[src/rtl/regfile_pkg.sv]
// Shared constants for the register file and its issue scoreboard.
package regfile_pkg;

  localparam int unsigned NREG = 32;
  localparam int unsigned DW   = 32;
  localparam int unsigned AW   = 5;

  // Hard-wired zero register; it is never written and never reported busy.
  localparam logic [AW-1:0] ZERO_REG = '0;

endpackage

[src/rtl/decoder5x32.sv]
// Address-to-one-hot decoder with enable; used for write-back and issue vectors.
module decoder5x32 #(
  parameter int unsigned AW = 5
) (
  input  logic              en,
  input  logic [AW-1:0]     addr,
  output logic [2**AW-1:0]  onehot
);

  always_comb begin
    onehot = '0;
    if (en) begin
      onehot[addr] = 1'b1;
    end
  end

endmodule

[src/rtl/regfile_mux32.sv]
// 32-to-1 read multiplexer selecting one register word by address.
module regfile_mux32 #(
  parameter int unsigned DW = 32,
  parameter int unsigned AW = 5
) (
  input  logic [2**AW-1:0][DW-1:0] data,
  input  logic [AW-1:0]            sel,
  output logic [DW-1:0]            q
);

  always_comb begin
    q = data[sel];
  end

endmodule

[src/rtl/regfile_scoreboard.sv]
// Two-read/one-write register file with a per-register pending-write scoreboard.
// Define REGFILE_BYPASS_EN to forward same-cycle write-back data to the read ports.
module regfile_scoreboard
  import regfile_pkg::*;
#(
  parameter int unsigned DW = regfile_pkg::DW,
  parameter int unsigned AW = regfile_pkg::AW
) (
  input  logic              clk,
  input  logic              rst,
  input  logic              we,
  input  logic [AW-1:0]     rw,
  input  logic [DW-1:0]     pw,
  input  logic [AW-1:0]     ra,
  input  logic [AW-1:0]     rb,
  output logic [DW-1:0]     pa,
  output logic [DW-1:0]     pb,
  input  logic              iss,
  input  logic [AW-1:0]     rd_iss,
  output logic [2**AW-1:0]  busy,
  output logic              hazard
);

  localparam int unsigned NR = 2**AW;
  localparam logic [AW-1:0]  ZERO_IDX = AW'(ZERO_REG);
  // Every register except the zero register may be written or marked busy.
  localparam logic [NR-1:0]  NZ_MASK  = ~(NR'(1) << ZERO_IDX);

  logic [NR-1:0]         wr_dec;
  logic [NR-1:0]         iss_dec;
  logic [NR-1:0]         wr_en;
  logic [NR-1:0]         busy_set;
  logic [NR-1:0]         busy_clr;
  logic [NR-1:0]         busy_d;
  logic [NR-1:0]         busy_q;
  logic [NR-1:0][DW-1:0] regs_q;
  logic [DW-1:0]         rd_a;
  logic [DW-1:0]         rd_b;
  logic                  fwd_a;
  logic                  fwd_b;
  logic                  haz_a;
  logic                  haz_b;

  decoder5x32 #(
    .AW (AW)
  ) u_wr_dec (
    .en     (we),
    .addr   (rw),
    .onehot (wr_dec)
  );

  decoder5x32 #(
    .AW (AW)
  ) u_iss_dec (
    .en     (iss),
    .addr   (rd_iss),
    .onehot (iss_dec)
  );

  always_comb begin
    wr_en    = wr_dec & NZ_MASK;
    busy_set = iss_dec & NZ_MASK;
    busy_clr = wr_dec;
    // A newer issue to the same register outranks the completing write-back.
    busy_d   = ((busy_q & ~busy_clr) | busy_set) & NZ_MASK;
  end

  always_ff @(posedge clk or posedge rst) begin
    if (rst) begin
      regs_q <= '0;
    end else begin
      for (int n = 0; n < int'(NR); n++) begin
        if (wr_en[n]) begin
          regs_q[n] <= pw;
        end
      end
    end
  end

  always_ff @(posedge clk or posedge rst) begin
    if (rst) begin
      busy_q <= '0;
    end else begin
      busy_q <= busy_d;
    end
  end

  regfile_mux32 #(
    .DW (DW),
    .AW (AW)
  ) u_mux_a (
    .data (regs_q),
    .sel  (ra),
    .q    (rd_a)
  );

  regfile_mux32 #(
    .DW (DW),
    .AW (AW)
  ) u_mux_b (
    .data (regs_q),
    .sel  (rb),
    .q    (rd_b)
  );

`ifdef REGFILE_BYPASS_EN
  // Forwarding is held off during reset so the read ports stay at zero.
  assign fwd_a = we & ~rst & (rw == ra) & (ra != ZERO_IDX);
  assign fwd_b = we & ~rst & (rw == rb) & (rb != ZERO_IDX);
`else
  assign fwd_a = 1'b0;
  assign fwd_b = 1'b0;
`endif

  always_comb begin
    pa     = fwd_a ? pw : rd_a;
    pb     = fwd_b ? pw : rd_b;
    haz_a  = (ra != ZERO_IDX) & busy_q[ra] & ~fwd_a;
    haz_b  = (rb != ZERO_IDX) & busy_q[rb] & ~fwd_b;
    hazard = haz_a | haz_b;
    busy   = busy_q;
  end

endmodule

[config.mk]
export PLATFORM = sky130hd
export DESIGN_NAME = regfile_scoreboard
export DESIGN_NICKNAME = d
export VERILOG_FILES = /design/src/rtl/regfile_pkg.sv /design/src/rtl/decoder5x32.sv /design/src/rtl/regfile_mux32.sv /design/src/rtl/regfile_scoreboard.sv
export SDC_FILE = /design/constraint.sdc
export NUM_CORES = 2
export LEC_CHECK = 0
export CAP_MARGIN = 20
export CORE_ASPECT_RATIO = 0.9
export CORE_UTILIZATION = 57
export DETAILED_ROUTE_END_ITERATION = 8
export PLACE_DENSITY_LB_ADDON = 0.12
export RECOVER_POWER = 100
export SLEW_MARGIN = 30
export SYNTH_ARGS = -nofsm -noshare
export SYNTH_HDL_FRONTEND = slang
export SYNTH_SLANG_ARGS = --single-unit
[constraint.sdc]
create_clock -name clk -period 52.8 [get_ports clk]
set_input_delay 13.2 -clock clk [delete_from_list [all_inputs] [get_ports clk]]
set_output_delay 13.2 -clock clk [all_outputs]
set_load 0.03 [all_outputs]
* Word level (Yosys, flattened, before mapping)
Index checks and enable logic that the tools add are counted.
** Word-level totals
- Flip-flop bits (word level) :: 1023
- Input bits :: 56
- Output and inout bits :: 97
** Operators by class
- $lt $le $gt $ge :: 6
- Multiplexer cells :: 14
- Bitwise gates (word level) :: 6
- Reduce and logical (&&, ||, !) cells :: 4
** Operators by type and width (number)
- $bmux 32 s5 :: 2
- $mux 32 :: 4
- $and 32x32->32 :: 1
- $not 32->32 :: 1
- $or 32x32->32 :: 1
- $lt 5x6->1 const B :: 4
- $bmux 1 s5 :: 2
- $demux 1 s5 :: 2
- $ge 5x1->1 const B :: 2
- $reduce_bool 5->1 :: 2
- $mux 1 :: 4
- $and 1x1->1 :: 2
- $logic_and 1x1->1 :: 2
- $or 1x1->1 :: 1

* Logic depth before layout (Yosys ltp)
- Word-level depth :: 8
- Depth in mapped cells :: 10

* Hierarchy
From an unflattened synthesis, not the netlist that was laid out.
** Unflattened totals
- Cells, all modules :: 4765
- Area, all modules :: 56784.5 µm²
** Modules (own cells, without submodules)
- regfile_scoreboard :: instances 1, cells an instance 2355, area each 38549.5 µm²
- regfile_mux32 :: instances 2, cells an instance 1158, area each 8887.3 µm²
- decoder5x32 :: instances 2, cells an instance 47, area each 230.2 µm²

* Worst setup path after synthesis
OpenSTA, ideal clock, no wires.
- Kind :: input to output
- From :: input port ra[0]
- To :: output port pa[16]
- Data arrival time :: 15.180 ns
- Required time :: 39.600 ns
- Slack :: 24.420 ns
- Stages on the path :: 9
- Path through :: buf_2 buf_6 buf_2 buf_2 buf_2 a22oi_1 o21ai_0 o22ai_1 a211oi_1
** On the way
- Cells in the longest elaborated chain, start to end :: 2
** RTL lines
- start, declared :: line regfile_scoreboard.sv:14 : input logic [AW-1:0] ra,
- $bmux 32 s5 :: line regfile_mux32.sv:12 : q = data[sel];
- $mux 32 (implied by the code) :: line regfile_mux32.sv:12
- end, declared :: line regfile_scoreboard.sv:16 : output logic [DW-1:0] pa,
Every way passes these cells. The select of a mux whose other input is x is not followed.

* Final worst setup path
- From :: input port rb[0]
- To :: output port pb[28]
** On the way
- Cells in the longest elaborated chain, start to end :: 2
** RTL lines
- start, declared :: line regfile_scoreboard.sv:15 : input logic [AW-1:0] rb,
- $bmux 32 s5 :: line regfile_mux32.sv:12
- $mux 32 (implied by the code) :: line regfile_mux32.sv:12
- end, declared :: line regfile_scoreboard.sv:17 : output logic [DW-1:0] pb,
Every way passes these cells. The select of a mux whose other input is x is not followed.

==> impl_metrics.tcl <==
set metrics [dict create \
    post_cts_buffers 0 \
    drive_above_1_share_pct 50.97 \
    cts_inserted_buffers 107 \
    synth.yosys.warnings 0 \
    die_w_um 328.5 \
    track_usage_pct 36.77 \
    min_path_cells 1 \
    clk_pin_slew_worst_paths_ns 0.06 \
    cts_tree "yes" \
    crit_required_ns 39.60 \
    setup_violations 0 \
    drtIter0Drc 3324 \
    async_reset_ff_share_pct 100.0 \
    period_share_pct 74.26 \
    crit_family "buffers and inverters" \
    rsz0062_at_grt "no" \
    synth-compound-area-share_pct 3.625 \
    fin_setup_tns_ns 0 \
    cts_max_level 3 \
    place_ws_ns 21.34 \
    hp-start "regs_q[594]" \
    worstMarginPinSlew_ns 8.913 \
    synth_area_leader_cell "dfrtp_1" \
    synth_flop_cell "dfrtp_1" \
    outcome "finished with violations" \
    routed_via_density 7.242 \
    ys_seq_area_share_pct 46.82 \
    ant_nets 0 \
    synth_most_common_cell "mux2_2" \
    die-area_um2 97160 \
    worst-r2r-cell-count 1 \
    fin_crit_ns 39.21 \
    synthAdderAreaFrac_pct 0 \
    synth_nets 3597 \
    start_kind "input pin" \
    syn_inst 3541 \
    syn_avg_cell_area_um2 15.44 \
    synthSimpleGateAreaFrac_pct 1.673 \
    clk_latency_ns 0.70 \
    synth_cell_types 46 \
    crit_chain "clkbuf_1 -> clkbuf_1 -> nor2b_4 -> clkbuf_1 -> o2bb2ai_1 -> mux4_2 -> nand2_1 -> nand2_1 -> dlygate4sd3_1" \
    drc 16 \
    hold_buffers 0 \
    num_vias 35150 \
    grt_pass1_vias 36980 \
    core_area_um2 94790 \
    routed_wl_um 174800 \
    cts_resized 0 \
    crit_buf_inv 4 \
    nets 3564 \
    fin_worst_skew_ns 0 \
    r2r-end "regs_q[331]" \
    initial_core_util_pct 57.68 \
    cp_common_cell "clkbuf_1" \
    wl_per_cell_um 36.02 \
    grt_pass1_wl_um 257000 \
    r2r_start "regs_q[331]" \
    maxCapViolCount 60 \
    violations "design-rule violations, max-capacitance violations, max-slew violations" \
    slowest_stage "clkbuf_1" \
    clockBufferDepth 3 \
    relSlewSlack_pct -494.2 \
    slowest_delay_ns 6.43 \
    power_leakage_nw 25.74 \
    finalHoldViolCount 0 \
    io_buffers 151 \
    io-pin-count 153 \
    syn2layout_area_growth_pct 9.994 \
    vdd_drop_max_mv 0.02639 \
    cts_root_buf "clkbuf_16" \
    grt_overflow 0 \
    endpoint_kind "output pin" \
    synthMuxAreaShare_pct 44.65 \
    worst_slack_ns 13.59 \
    synth-seq-cells 1023 \
    gp_congestion 0.8671 \
    antenna_found_initial 9 \
    hold_path.class "reg2reg" \
    criticalPathCategory "in2out" \
    cts_sinks 1023 \
    row_count 107 \
    synth_top_family_by_area "multiplexers" \
    fmax_mhz 25.50 \
    cp_max_fo 104 \
    power.density_nw_per_um2 39.78 \
    drv_slew 2282 \
    synth_xor_area_share_pct 0 \
    synthTopCellsByArea "dfrtp_1 (47%), mux2_2 (22%), mux4_2 (21%)" \
    synthTopCellsByCount "mux2_2 (1059), dfrtp_1 (1023), mux4_2 (505)" \
    grt_max_degree 187 \
    firstDrtPassIters 8 \
    rrSetupSlack_ns 51.95 \
    min_to "regs_q[594]" \
    cp.arrival_ns 26.01 \
    yosysTopAreaCellShare_pct 46.82 \
    dp_hpwl_um 99950 \
    dieHeight_um 295.8 \
    synth_edf_count 0 \
    syn_area_um2 54670 \
    fill_cells 6844 \
]
## state kept, by name (all words and copies together) (netlist names)
| name | flops |
|---|---|
| regs_q | 992 |
| busy | 31 |
## kinds of logic after synthesis
family | Yosys count
flops | 1023
other cells | 1
simple gates | 186
compound gates | 273
buf+inv | 383
mux | 1675
## layout by cell type, fill, tap and decap left out, drive strengths merged, types with 23 or more instances in the layout
cell         netlist  layout
a22o              33      33
a22oi             41      41
dlygate4sd3        0      89
dfrtp           1023    1023
buf              186      72
mux2            1059    1059
clkbuf           193     212
a221oi            23      23
o21a              29      29
nand2             71      71
mux2i            111     111
nor2              37      37
o21ai             62      62
mux4             505     505
## metrics by stage
| stage | hold slack, ns | util [%] | total power [mW] | instances | cell area (um2) |
|---|---|---|---|---|---|
| 6_report | 0.5222 | 63.44 | 2.392 | 4853 | 60140 |
| 5_1_grt | 0.5384 | 63.44 | 2.479 | 4851 | 60130 |
| 4_1_cts | 0.5219 | 64.05 | 2.397 | 4846 | 60710 |
| 3_5_place_dp | 0.5083 | 60.14 | 1.603 | 4649 | 57010 |
| 3_3_place_gp | 0.4985 | 59.98 | 1.568 | 4644 | 56860 |
| 2_1_floorplan | 0.4906 | - | 1.442 | 3541 | 54670 |
## cell type report
cell class | instances | area (um2) | share of cell area [%]
Multi-Input combinational cell | 2135 | 27390 | 45.55
Sequential cell | 1023 | 25600 | 42.57
Clock buffer | 158 | 3182 | 5.291
Timing Repair Buffer | 237 | 1846 | 3.069
Tap cell | 1253 | 1568 | 2.607
Clock inverter | 39 | 519.2 | 0.8635
Inverter | 4 | 18.77 | 0.03121
Antenna cell | 4 | 10.01 | 0.01664
## power breakdown
| part | total, mW | switching (mW) | leakage, nW | internal, mW |
|---|---|---|---|---|
| logic | 0.536 | 0.226 | 10.9 | 0.310 |
| clock network | 0.797 | 0.327 | 1.83 | 0.470 |
| registers | 1.06 | 0.119 | 13.1 | 0.939 |
## routing by layer
metal	global-route usage, %	vias to the layer above	wire [um]
met4	16.40	8	9521
li1	-	13730	-
met2	58.01	1852	82370
met3	9.766	542	17090
met5	0	-	56
met1	48.16	19010	65750
## worst max path at each step
stage | start | cells after the start | slack [ns] | to
4_1_cts | ra[0] | 9 | 21.33 | pa[2]
3_5_place_dp | ra[0] | 9 | 21.34 | pa[2]
5_1_grt | ra[0] | 10 | 12.27 | pa[2]
3_3_place_gp | ra[0] | 9 | 21.07 | pa[2]
2_1_floorplan | rst | 1 | 10.81 | busy[10]
6_report | rb[0] | 9 | 13.59 | pb[28]
(Power assumes the default switching activity.)
